### config.mk
export PLATFORM = sky130hd
export DESIGN_NAME = alu4
export DESIGN_NICKNAME = d
export VERILOG_FILES = /design/src/rtl/alu4.sv
export SDC_FILE = /design/constraint.sdc
export NUM_CORES = 1
export LEC_CHECK = 0
export CAP_MARGIN = 20
export CORE_UTILIZATION = 59
export DETAILED_ROUTE_END_ITERATION = 12
export DONT_BUFFER_PORTS = 1
export PLACE_DENSITY = 0.79
export SLEW_MARGIN = 15
export SYNTH_ARGS = -nofsm -noshare
export SYNTH_HDL_FRONTEND = slang
export SYNTH_SLANG_ARGS = --single-unit
### constraint.sdc
create_clock -name clk -period 4.84 [get_ports clk]
set_clock_uncertainty 0.15 [all_clocks]
set_input_delay 0.968 -clock clk [delete_from_list [all_inputs] [get_ports clk]]
set_output_delay 0.968 -clock clk [all_outputs]
set_load 0.02 [all_outputs]
### src/rtl/alu4.sv
// Registered 16-operation 4-bit ALU with one-cycle latency and a result-valid flag.
// Optional zero/carry flag outputs are built when ALU_FLAGS_EN is defined.
module alu4 #(
  parameter int WIDTH = 4
) (
  input  logic             clk,
  input  logic             rst,
  input  logic [WIDTH-1:0] a,
  input  logic [WIDTH-1:0] b,
  input  logic [3:0]       s,
`ifdef ALU_FLAGS_EN
  output logic             zero,
  output logic             carry,
`endif
  output logic [WIDTH-1:0] res,
  output logic             ack
);

  typedef enum logic [3:0] {
    OP_ADD  = 4'h0, OP_SUB  = 4'h1, OP_MUL  = 4'h2, OP_DIV  = 4'h3,
    OP_MOD  = 4'h4, OP_AND  = 4'h5, OP_OR   = 4'h6, OP_XOR  = 4'h7,
    OP_NAND = 4'h8, OP_NOR  = 4'h9, OP_XNOR = 4'hA, OP_NOT  = 4'hB,
    OP_SHL  = 4'hC, OP_SHR  = 4'hD, OP_ROL  = 4'hE, OP_GT   = 4'hF
  } op_e;

  logic [WIDTH-1:0] r_res, w_res;
  logic             r_ack, w_ack;
  logic             w_bz;

  assign w_bz = (b == '0);

  always_comb begin
    w_res = '0;
    w_ack = 1'b1;
    unique case (op_e'(s))
      OP_ADD:  w_res = a + b;
      OP_SUB:  w_res = a - b;
      OP_MUL:  w_res = a * b;
      OP_DIV: begin
        // Divide by zero saturates to all ones and withholds ack.
        w_res = w_bz ? '1 : a / b;
        w_ack = !w_bz;
      end
      OP_MOD: begin
        w_res = w_bz ? a : a % b;
        w_ack = !w_bz;
      end
      OP_AND:  w_res = a & b;
      OP_OR:   w_res = a | b;
      OP_XOR:  w_res = a ^ b;
      OP_NAND: w_res = ~(a & b);
      OP_NOR:  w_res = ~(a | b);
      OP_XNOR: w_res = ~(a ^ b);
      OP_NOT:  w_res = ~a;
      OP_SHL:  w_res = {a[WIDTH-2:0], 1'b0};
      OP_SHR:  w_res = {1'b0, a[WIDTH-1:1]};
      OP_ROL:  w_res = {a[WIDTH-2:0], a[WIDTH-1]};
      OP_GT:   w_res = (a > b) ? WIDTH'(1) : '0;
      default: w_res = '0;
    endcase
  end

  always_ff @(posedge clk) begin
    if (rst) begin
      r_res <= '0;
      r_ack <= 1'b0;
    end else begin
      r_res <= w_res;
      r_ack <= w_ack;
    end
  end

  assign res = r_res;
  assign ack = r_ack;

`ifdef ALU_FLAGS_EN
  logic w_carry;
  logic r_zero, r_carry;

  always_comb begin
    w_carry = 1'b0;
    case (op_e'(s))
      OP_ADD:         w_carry = ((WIDTH+1)'(a) + (WIDTH+1)'(b)) > (WIDTH+1)'(2**WIDTH - 1);
      OP_SUB:         w_carry = (a < b);
      OP_MUL:         w_carry = ((2*WIDTH)'(a) * (2*WIDTH)'(b)) > (2*WIDTH)'(2**WIDTH - 1);
      OP_SHL, OP_ROL: w_carry = a[WIDTH-1];
      OP_SHR:         w_carry = a[0];
      default:        w_carry = 1'b0;
    endcase
  end

  always_ff @(posedge clk) begin
    if (rst) begin
      r_zero  <= 1'b0;
      r_carry <= 1'b0;
    end else begin
      r_zero  <= (w_res == '0);
      r_carry <= w_carry;
    end
  end

  assign zero  = r_zero;
  assign carry = r_carry;
`endif

endmodule

==> flow_metrics.py <==
metrics = {
    "place": {
        "dp.cells": 248,
        "gp_congestion": 0.970,
        "dp_hpwl_mm": 3.74,
        "place_ws_ps": -313,
        "dpl_cell_area_sq_um": 1800,
        "portBuffers": 0,
    },
    "floorplanning": {
        "rows": 18,
        "dieArea_sq_um": 3030,
        "floorplan.initialDensity": 0.646,
        "ios": 19,
        "die_h_um": 55.0,
        "die_w_um": 55.0,
        "core-area_sq_um": 2570,
    },
    "critical_path": {
        "crit_buf_inv": 3,
        "cp-end-kind": "flop",
        "path_class": "in2reg",
        "critical_path_required_ps": 4790,
        "cp_cell_sequence": "clkinv_16, ha_4, nor4b_4, a2bb2oi_2, ha_1, o21a_1, o211ai_4, mux2_4, inv_2, ha_4, o21a_1, o21ai_2, a21oi_2, mux2i_2, inv_1, fa_2, a21oi_4, o21a_4, mux2_4, nand2_2, a21oi_1",
        "cp_slowest_cell": "fa_2",
        "worst_setup_path_start_kind": "primary input",
        "slowest_delay_ps": 410,
        "cp_max_fo": 9,
        "crit_arrival_ps": 4700,
        "cpLargestDelayFamily": "compound AO/OA/AOI/OAI gates",
    },
    "synth": {
        "yosys-top-cells-area": "ha_1 (22%), dfxtp_1 (6.0%), nor2_1 (4.8%)",
        "synth_edf_count": 0,
        "synth_area_sq_um": 1660,
        "syn_inst": 217,
        "ys_seq_area_frac": 0.0603,
        "synth-async-reset-ratio": 0,
        "synthFlopType": "dfxtp_1",
        "syn_nets": 263,
        "yosysWarnings": 0,
        "synth.distinct_cells": 51,
        "synth_top_area_frac": 0.219,
        "syn_area_per_cell_sq_um": 7.65,
        "yosysTopAreaCell": "ha_1",
        "ys_ff_latch": 5,
    },
    "timing": {
        "setup_viol": 0,
        "finalHoldViolCount": 0,
        "relSlewSlack": 0.348,
        "worst_slack_ps": 87.1,
        "worstMarginPinSlew_ps": 969,
        "timing.final.crit_share": 0.982,
        "finalCriticalPeriod_ps": 4750,
        "rsz0062_at_grt": "yes",
        "max_freq_ghz": 0.210,
        "final-max-slew-violation-count": 0,
    },
    "job": {
        "cap_violations": 0,
    },
    "drt": {
        "drc": 0,
        "wirelength_mm": 4.93,
        "via_count": 1697,
        "drtIter0Drc": 76,
        "wl_per_cell_um": 19.3,
        "final_antenna_net_count": 0,
        "via_per_inst": 6.63,
        "firstDrtPassIters": 4,
    },
    "min_path": {
        "hp-class": "in2reg",
        "hold_depth": 1,
        "hold_end": "ack$_SDFF_PP0_",
        "min_from": "rst",
    },
    "cells_and_area": {
        "layout_common_cells": "ha_1 (27), nor2_1 (21), buf_4 (16), inv_1 (15)",
        "area_growth_pct": 15.2,
        "final_area_sq_um": 1910,
        "instances_no_fill": 256,
        "antenna_cells": 0,
        "drive_gt1_frac": 0.186,
        "register_area_sq_um": 100,
        "nFillCells": 199,
        "multi_input_area_sq_um": 1530,
        "final_common_cell": "ha_1",
        "final_nets": 273,
    },
    "clock_tree": {
        "h-tree-depth": 1,
        "cts_sinks": 5,
        "root_buffer": "clkbuf_4",
        "cts_tree": "yes",
        "numCtsBuffers": 3,
        "cts_buffer_depth": 2,
        "cts.reportedPaths.clkPinSlew_ps": 40,
    },
    "power": {
        "power.total_w": 0.000310,
        "power.density_nw_per_um2": 162,
        "pwr-share-clk": 0.150,
        "pwr-share-seq": 0.168,
        "p_comb_frac": 0.682,
        "power.switching_w": 0.000127,
        "ir_drop_mv": 0.284,
        "p_leak_nw": 0.845,
        "sw_frac_of_total": 0.408,
        "p_int_w": 0.000184,
    },
    "global_route": {
        "grtUsageTotal": 0.344,
        "grt_start_max_net_pins": 26,
        "grt_antenna_before_repair": 0,
        "grt_overflow": 0,
        "grt_pass1_wl_mm": 7.44,
        "first_global_vias": 1587,
    },
    "outcome": {
        "status": "completed",
    },
}
[worst max path at each step]
stage | start | endpoint | depth (start not counted)
after floorplan | b[3] | res[0]$_SDFF_PP0_ | 20
after global placement | b[0] | res[0]$_SDFF_PP0_ | 21
after detailed placement | b[0] | res[0]$_SDFF_PP0_ | 21
after CTS | b[0] | res[0]$_SDFF_PP0_ | 21
after global routing | b[0] | res[0]$_SDFF_PP0_ | 21
final | b[0] | res[0]$_SDFF_PP0_ | 21
[logic make-up after synthesis]
| family | share of synthesized area |
|---|---|
| xor gates and xnor gates | 0.0686 |
| muxes | 0.0603 |
| and+or+nand+nor | 0.179 |
| AOI/OAI and AO/OA | 0.302 |
| DFF | 0.0603 |
| adders and majority gates | 0.255 |
| buffers and inverters | 0.0739 |
[layout make-up]
class | count | share of cell area
Clock buffer | 4 | 0.0137
Inverter | 17 | 0.0471
Multi-Input combinational cell | 183 | 0.798
Sequential cell | 5 | 0.0524
Tap cell | 30 | 0.0196
Timing Repair Buffer | 17 | 0.0687
[power by group through the flow]
stage	Sequential, W	Clock (W)	Combinational [W]
3_5_place_dp	0.0000529	0	0.000187
2_1_floorplan	0.0000527	0	0.000146
3_3_place_gp	0.0000529	0	0.000180
5_1_grt	0.0000530	0.0000499	0.000229
4_1_cts	0.0000521	0.0000471	0.000193
6_report	0.0000521	0.0000466	0.000211
[per-stage QoR]
| step | utilization | hold WS, ps | setup TNS, ps |
|---|---|---|---|
| 4_1_cts | 0.715 | 650 | 0 |
| 2_1_floorplan | - | 887 | 0 |
| 6_report | 0.745 | 651 | 0 |
| 5_1_grt | 0.745 | 650 | -251 |
| 3_3_place_gp | 0.700 | 891 | -313 |
| 3_5_place_dp | 0.700 | 895 | -938 |
[metal layers]
layer,up-vias,routed length (um),share of wire,GRT usage
li1,806,-,-,-
met1,792,2020,0.41,0.431
met2,79,2370,0.48,0.582
met3,20,325,0.066,0.0464
met4,0,206,0.042,0.150
met5,-,0,0,0
[flip-flops by register name, indices dropped and copies added (netlist names)]
register and flops:
res 4, ack 1
[timing repair]
item                       CTS  global route
buffers inserted             1             3
setup endpoints to repair    2             4
resized for setup            1            12
hold buffers                 0             0
pin swaps                    6             8
[synthesized netlist by cell type, types with 2 or more instances]
master,number
ha_1,29
nor2_1,21
inv_1,17
a21oi_1,15
nand2_1,14
o21ai_0,9
a31oi_1,7
xnor2_1,7
xor2_1,6
a21o_1,5
buf_2,5
clkbuf_1,5
dfxtp_1,5
nand2b_1,5
nor3_1,5
mux2_2,4
mux2i_1,4
nor4_1,4
o21a_1,4
a32oi_1,3
fa_1,3
nand3_1,3
o21bai_1,3
a2111oi_0,2
a211oi_1,2
a22oi_1,2
and2_1,2
nor2b_1,2
o22ai_1,2
Power figures use the tool's default switching activity.
